$ cat src/rtl/reg_write_master.sv
// -----------------------------------------------------------------------------
// reg_write_master
//
// Turns a serial byte stream from the UART receiver into single-cycle register
// write strobes on the addr/data/en bus. It drives the parameter-storage blocks
// (the interrupter and its peers) that sit on that bus.
//
// Frame (4 bytes, one rx_valid strobe each):
//   SYNC_BYTE, ADDR_B, DATA_B, CSUM   with   CSUM == SYNC_BYTE ^ ADDR_B ^ DATA_B
//
// A frame is written only if the checksum matches, ADDR_B <= ADDR_MAX and
// DATA_B <= PAR_MAX_VAL. Bytes outside a frame that are not SYNC_BYTE are
// dropped silently. A frame that stalls for TIMEOUT_CYC cycles between bytes
// is abandoned and counted as rejected.
//
// Ports:
//   clk        in   1   system clock, all logic on posedge
//   rst        in   1   synchronous reset, active high
//   rx_byte    in   8   received byte, qualified by rx_valid
//   rx_valid   in   1   one-cycle strobe per byte (no backpressure)
//   addr       out  AW  write address, holds until the next accepted frame
//   data       out  DW  write data, holds until the next accepted frame
//   en         out  1   write strobe, one cycle per accepted frame
//   frame_err  out  1   one-cycle pulse per rejected or timed-out frame
//   err_cnt    out  8   saturating count of rejected frames
// -----------------------------------------------------------------------------
module reg_write_master #(
    parameter int          CLK_MHZ     = 100,      // documentation only
    parameter int          PAR_MAX_VAL = 255,      // must fit in one byte
    parameter int          ADDR_MAX    = 4,        // must fit in one byte
    parameter logic [7:0]  SYNC_BYTE   = 8'hA5,
    parameter int          TIMEOUT_CYC = 100_000,  // must be >= 2
    localparam int         DW          = $clog2(PAR_MAX_VAL + 1),
    localparam int         AW          = $clog2(ADDR_MAX + 1)
) (
    input  logic          clk,
    input  logic          rst,
    input  logic [7:0]    rx_byte,
    input  logic          rx_valid,
    output logic [AW-1:0] addr,
    output logic [DW-1:0] data,
    output logic          en,
    output logic          frame_err,
    output logic [7:0]    err_cnt
);

    // Timeout counter only has to reach TIMEOUT_CYC-1.
    localparam int            TW        = $clog2(TIMEOUT_CYC);
    localparam logic [TW-1:0] TMO_LAST  = TW'(TIMEOUT_CYC - 1);
    localparam logic [7:0]    ADDR_MAXB = 8'(ADDR_MAX);
    localparam logic [7:0]    DATA_MAXB = 8'(PAR_MAX_VAL);

    // Elaboration-time sanity checks on the parameter set.
    if (CLK_MHZ < 1) begin : g_bad_clk
        $error("reg_write_master: CLK_MHZ must be positive");
    end
    if (TIMEOUT_CYC < 2) begin : g_bad_tmo
        $error("reg_write_master: TIMEOUT_CYC must be at least 2");
    end
    if (PAR_MAX_VAL > 255 || ADDR_MAX > 255) begin : g_bad_range
        $error("reg_write_master: address and data limits must fit in a byte");
    end

    typedef enum logic [1:0] {
        S_IDLE,
        S_ADDR,
        S_DATA,
        S_CSUM
    } state_t;

    state_t        state;
    state_t        state_nxt;

    logic [7:0]    addr_sh;      // ADDR_B of the frame in flight
    logic [7:0]    data_sh;      // DATA_B of the frame in flight
    logic [TW-1:0] tmo_cnt;
    logic [TW-1:0] tmo_nxt;

    logic          tmo_hit;      // frame stalled, no byte this cycle
    logic          frame_ok;     // full validity of the frame closed by CSUM
    logic          accept;
    logic          reject;

    // Range checks use the full received byte so an out-of-range address is
    // not aliased into range by truncation to AW bits.
    assign frame_ok = (rx_byte == (SYNC_BYTE ^ addr_sh ^ data_sh))
                   && (addr_sh <= ADDR_MAXB)
                   && (data_sh <= DATA_MAXB);

    // A byte arriving on the timeout cycle wins, hence the !rx_valid term.
    assign tmo_hit = (state != S_IDLE) && !rx_valid && (tmo_cnt == TMO_LAST);

    // -------------------------------------------------------------------------
    // Next-state and strobe decode
    // -------------------------------------------------------------------------
    always_comb begin
        // NOTE: every output of this block gets a default first so that no
        // path through the case can leave one unassigned and infer a latch.
        state_nxt = state;
        accept    = 1'b0;
        reject    = 1'b0;

        unique case (state)
            S_IDLE: begin
                if (rx_valid && (rx_byte == SYNC_BYTE)) begin
                    state_nxt = S_ADDR;
                end
            end
            S_ADDR: begin
                if (rx_valid) begin
                    state_nxt = S_DATA;
                end else if (tmo_hit) begin
                    state_nxt = S_IDLE;
                    reject    = 1'b1;
                end
            end
            S_DATA: begin
                if (rx_valid) begin
                    state_nxt = S_CSUM;
                end else if (tmo_hit) begin
                    state_nxt = S_IDLE;
                    reject    = 1'b1;
                end
            end
            S_CSUM: begin
                if (rx_valid) begin
                    state_nxt = S_IDLE;
                    accept    = frame_ok;
                    reject    = !frame_ok;
                end else if (tmo_hit) begin
                    state_nxt = S_IDLE;
                    reject    = 1'b1;
                end
            end
            default: begin
                state_nxt = S_IDLE;
            end
        endcase
    end

    // Counter runs only while a frame is open and restarts on every byte.
    always_comb begin
        tmo_nxt = tmo_cnt + TW'(1);
        if (rx_valid || (state == S_IDLE) || tmo_hit) begin
            tmo_nxt = '0;
        end
    end

    // -------------------------------------------------------------------------
    // State register
    // -------------------------------------------------------------------------
    always_ff @(posedge clk) begin
        // NOTE: sequential state uses non-blocking assignments so every
        // register samples pre-edge values regardless of statement order.
        if (rst) begin
            state <= S_IDLE;
        end else begin
            state <= state_nxt;
        end
    end

    // -------------------------------------------------------------------------
    // Bus outputs, error reporting, timeout counter
    // -------------------------------------------------------------------------
    always_ff @(posedge clk) begin
        if (rst) begin
            addr      <= '0;
            data      <= '0;
            en        <= 1'b0;
            frame_err <= 1'b0;
            err_cnt   <= '0;
            tmo_cnt   <= '0;
        end else begin
            en        <= accept;
            frame_err <= reject;
            tmo_cnt   <= tmo_nxt;
            if (accept) begin
                addr <= addr_sh[AW-1:0];
                data <= data_sh[DW-1:0];
            end
            if (reject && (err_cnt != 8'hFF)) begin
                err_cnt <= err_cnt + 8'd1;
            end
        end
    end

    // -------------------------------------------------------------------------
    // Shadow registers
    // -------------------------------------------------------------------------
    // NOTE: the shadows are deliberately left out of reset; they are always
    // overwritten by ADDR_B/DATA_B before the CSUM byte can consume them.
    always_ff @(posedge clk) begin
        if (rx_valid && (state == S_ADDR)) begin
            addr_sh <= rx_byte;
        end
        if (rx_valid && (state == S_DATA)) begin
            data_sh <= rx_byte;
        end
    end

endmodule

$ cat config.mk
export PLATFORM = sky130hd
export DESIGN_NAME = reg_write_master
export DESIGN_NICKNAME = d
export VERILOG_FILES = /design/src/rtl/reg_write_master.sv
export SDC_FILE = /design/constraint.sdc
export NUM_CORES = 1
export LEC_CHECK = 0
export ABC_AREA = 1
export ABC_CLOCK_PERIOD_IN_PS = 1800
export BUFFER_PORTS_ARGS = -buffer_cell sky130_fd_sc_hd__buf_4
export CAP_MARGIN = 20
export CORE_UTILIZATION = 55
export DETAILED_ROUTE_END_ITERATION = 10
export PLACE_DENSITY_LB_ADDON = 0.15
export SETUP_SLACK_MARGIN = 0.02
export SLEW_MARGIN = 20
export SYNTH_ARGS = -nofsm -noshare
export SYNTH_HDL_FRONTEND = slang
export SYNTH_SLANG_ARGS = --single-unit
$ cat constraint.sdc
create_clock -name clk -period 1.8 [get_ports clk]
set_input_delay 0.27 -clock clk [delete_from_list [all_inputs] [get_ports clk]]
set_output_delay 0.27 -clock clk [all_outputs]
set_load 0.01 [all_outputs]
==> results.sh <==
export IMPL_status="complete, but fails checks"
export IMPL_violations="DRC"
export IMPL_fin_nets=380
export IMPL_synth_mux_area_share_pct=0
export IMPL_yosys_area_top_type="dfxtp_1"
export IMPL_die_x_um=71.4
export IMPL_cts_max_level=2
export IMPL_antenna_found_initial=0
export IMPL_synth_edf_count=16
export IMPL_nFillCells=397
export IMPL_finClkSkew_ns=0.00886
export IMPL_place_ws_ns=0.0737
export IMPL_drt_pass1_iter_count=8
export IMPL_cp_arrival_ns=1.91
export IMPL_drt_initial_drc_count=147
export IMPL_post_route_period_util_pct=94.5
export IMPL_synthDistinctLibCells=35
export IMPL_die_h_um=71.4
export IMPL_dr_total_vias=2167
export IMPL_min_period_ns=1.70
export IMPL_core_area_um2=4470
export IMPL_post_drt_wl_per_cell_um=12.2
export IMPL_clk_latency_ns=0.31
export IMPL_gp_congestion=0.834
export IMPL_grt_max_degree=22
export IMPL_layout_cells_non_filler=416
export IMPL_ys_flop_type="dfxtp_1"
export IMPL_hold_class="in2reg"
export IMPL_cts_root_buf="clkbuf_8"
export IMPL_report_power_total_w=0.00228
export IMPL_synth_nets=341
export IMPL_rsz0062_at_grt="yes"
export IMPL_critPathMaxFanout=5
export IMPL_drive_gt1_share_pct=20.1
export IMPL_clk_pin_slew_ns=0.10
export IMPL_setup_ws_ns=0.0998
export IMPL_gr_total_overflow=0
export IMPL_wl_um=5090
export IMPL_holdWs_ns=0.160
export IMPL_worst_slew_pin_slew_ns=0.379
export IMPL_netlist_area_leader_share_pct=30.3
export IMPL_postSynthCellCount=324
export IMPL_grt_pass1_wl_um=8520
export IMPL_io_buffers=31
export IMPL_cap_violations=0
export IMPL_cp_end_kind="flip-flop"
export IMPL_syn_area_per_cell_um2=8.16
export IMPL_grt_pass1_vias=1900
export IMPL_start_kind="flip-flop"
export IMPL_viasPerCell=5.21
export IMPL_power_leakage_nw=1.37
export IMPL_cts_tree="built"
export IMPL_final_area_um2=3120
export IMPL_async_flop_share_pct=0
export IMPL_ys_seq_elements=56
export IMPL_synth_warning_count=0
export IMPL_drtAntennaViolNets=0
export IMPL_cp_required_ns=2.01
export IMPL_hpwlAfterDp_um=3660
export IMPL_place_area_um2=2940
export IMPL_synthAdderAreaFrac_pct=2.84
export IMPL_seq_area_frac_synth_pct=48.4
export IMPL_drc=4
export IMPL_drv_slew=0
export IMPL_synth_compound_area_share_pct=8.80
export IMPL_dieArea_um2=5090
export IMPL_start_util_pct=59.1
export IMPL_setup_viol=0
export IMPL_yosys_area_share_simple_pct=27.2
export IMPL_area_growth_pct=17.9
export IMPL_rows=24
export IMPL_dp_cells=404
export IMPL_n_antenna_cell=0
export IMPL_powerDensity_nw_per_um2=731
export IMPL_numCtsBuffers=5
export IMPL_critPathKind="reg2reg"
export IMPL_hold_violations=0
export IMPL_clock_sinks=56
export IMPL_synth_xor_xnor_area_share_pct=4.97
export IMPL_mostFrequentLayoutCell="nand2_1"
export IMPL_gr_usage_all_layers_pct=21.2
export IMPL_synthTopCellsByArea="dfxtp_1 (30%), edfxtp_1 (18%), nand2_1 (9.9%)"
export IMPL_max_slew_margin_pct=74.5
export IMPL_synth_top_family_by_area="simple AND/OR/NAND/NOR gates"
export IMPL_hold_buffers=0
export IMPL_final_cell_mix="nand2_1 (68), inv_1 (43), dfxtp_1 (39)"
export IMPL_netlist_area_um2=2650
export IMPL_cts_buffer_depth=2
export IMPL_ir_worst_vdd_mv=0.518
export IMPL_clock_fmax_ghz=0.588
export IMPL_ios=32
-- per-stage QoR --
step | util [%] | TNS [ns]
2_1_floorplan | - | 0
3_3_place_gp | 65.6 | 0
3_5_place_dp | 65.6 | 0
4_1_cts | 68.0 | 0
5_1_grt | 69.7 | -0.0180
6_report | 69.7 | 0
-- area by class of cell --
type / count / area [um^2] / area share, %
clock inverters: 2 / 35.0 / 1.12
multi-input cells: 216 / 1210 / 38.8
clock buffers: 6 / 72.6 / 2.33
repair buffers: 35 / 263 / 8.43
flip-flops and latches: 56 / 1280 / 41.1
inverters: 49 / 189 / 6.06
well taps: 52 / 65.1 / 2.09
-- sequential cells by signal, indices dropped and copies added (netlist names) --
name / flops
addr: 3
addr_sh: 8
data: 8
data_sh: 8
en: 1
err_cnt: 8
frame_err: 1
state: 2
tmo_cnt: 17
-- power breakdown --
part	switching [W]	leakage [nW]	total (W)	internal, W
combinational	0.0000958	0.848	0.000152	0.0000559
clock	0.000392	0.0552	0.000805	0.000413
sequential	0.0000116	0.467	0.00132	0.00131
-- routing by layer --
layer	GRT usage [%]	share of wire [%]
met1	28.7	49
met2	34.2	45
met3	3.38	4.5
met4	8.44	1.5
met5	0	0
-- critical path, stage by stage, from the launching register on --
cell     delay, ns
dfxtp_2       0.35
ha_1          0.17
nand2_1       0.07
inv_2         0.06
nand2_2       0.07
inv_2         0.06
nand4_2       0.11
nor2_4        0.16
nand3_2       0.13
nand2_4       0.13
nand3_2       0.13
nor2_1        0.12
nor2_1        0.06
-- cells by family after synthesis --
group,after synthesis
compound gates,45
xor+xnor,15
fa+ha+maj,6
buf+inv,54
flops,56
simple gates,148
-- timing repair --
item                                   4_1_cts  5_1_grt
setup endpoints to repair                    0       25
buffers inserted                             0        2
endpoints found under the hold margin        0        0
resized for setup                            0       14
-- path summary, 6_finish.rpt --
| path | cells past startpoint | from | slack, ns | to |
|---|---|---|---|---|
| setup / recovery | 12 | tmo_cnt[0]$_SDFF_PP0_ | 0.1 | err_cnt[0]$_SDFFE_PP0P_ |
| hold / removal | 1 | rx_byte[3] | 0.16 | addr_sh[3]$_DFFE_PP_ |
| setup reg to reg | 12 | tmo_cnt[0]$_SDFF_PP0_ | 0.1 | err_cnt[0]$_SDFFE_PP0P_ |
| hold reg to reg | 1 | tmo_cnt[0]$_SDFF_PP0_ | 0.42 | tmo_cnt[0]$_SDFF_PP0_ |
-- Yosys cell counts (3+ instances only) --
library cell and number:
o21ai_0 18, buf_2 3, xor2_1 9, a21oi_1 25
dfxtp_1 40, nor3_1 5, nand3_1 12, nand4_1 9
xnor2_1 6, nand2_1 70, edfxtp_1 16, inv_1 44
inv_2 4, ha_1 6, nor2_1 31
Power figures use the tool's default switching activity.
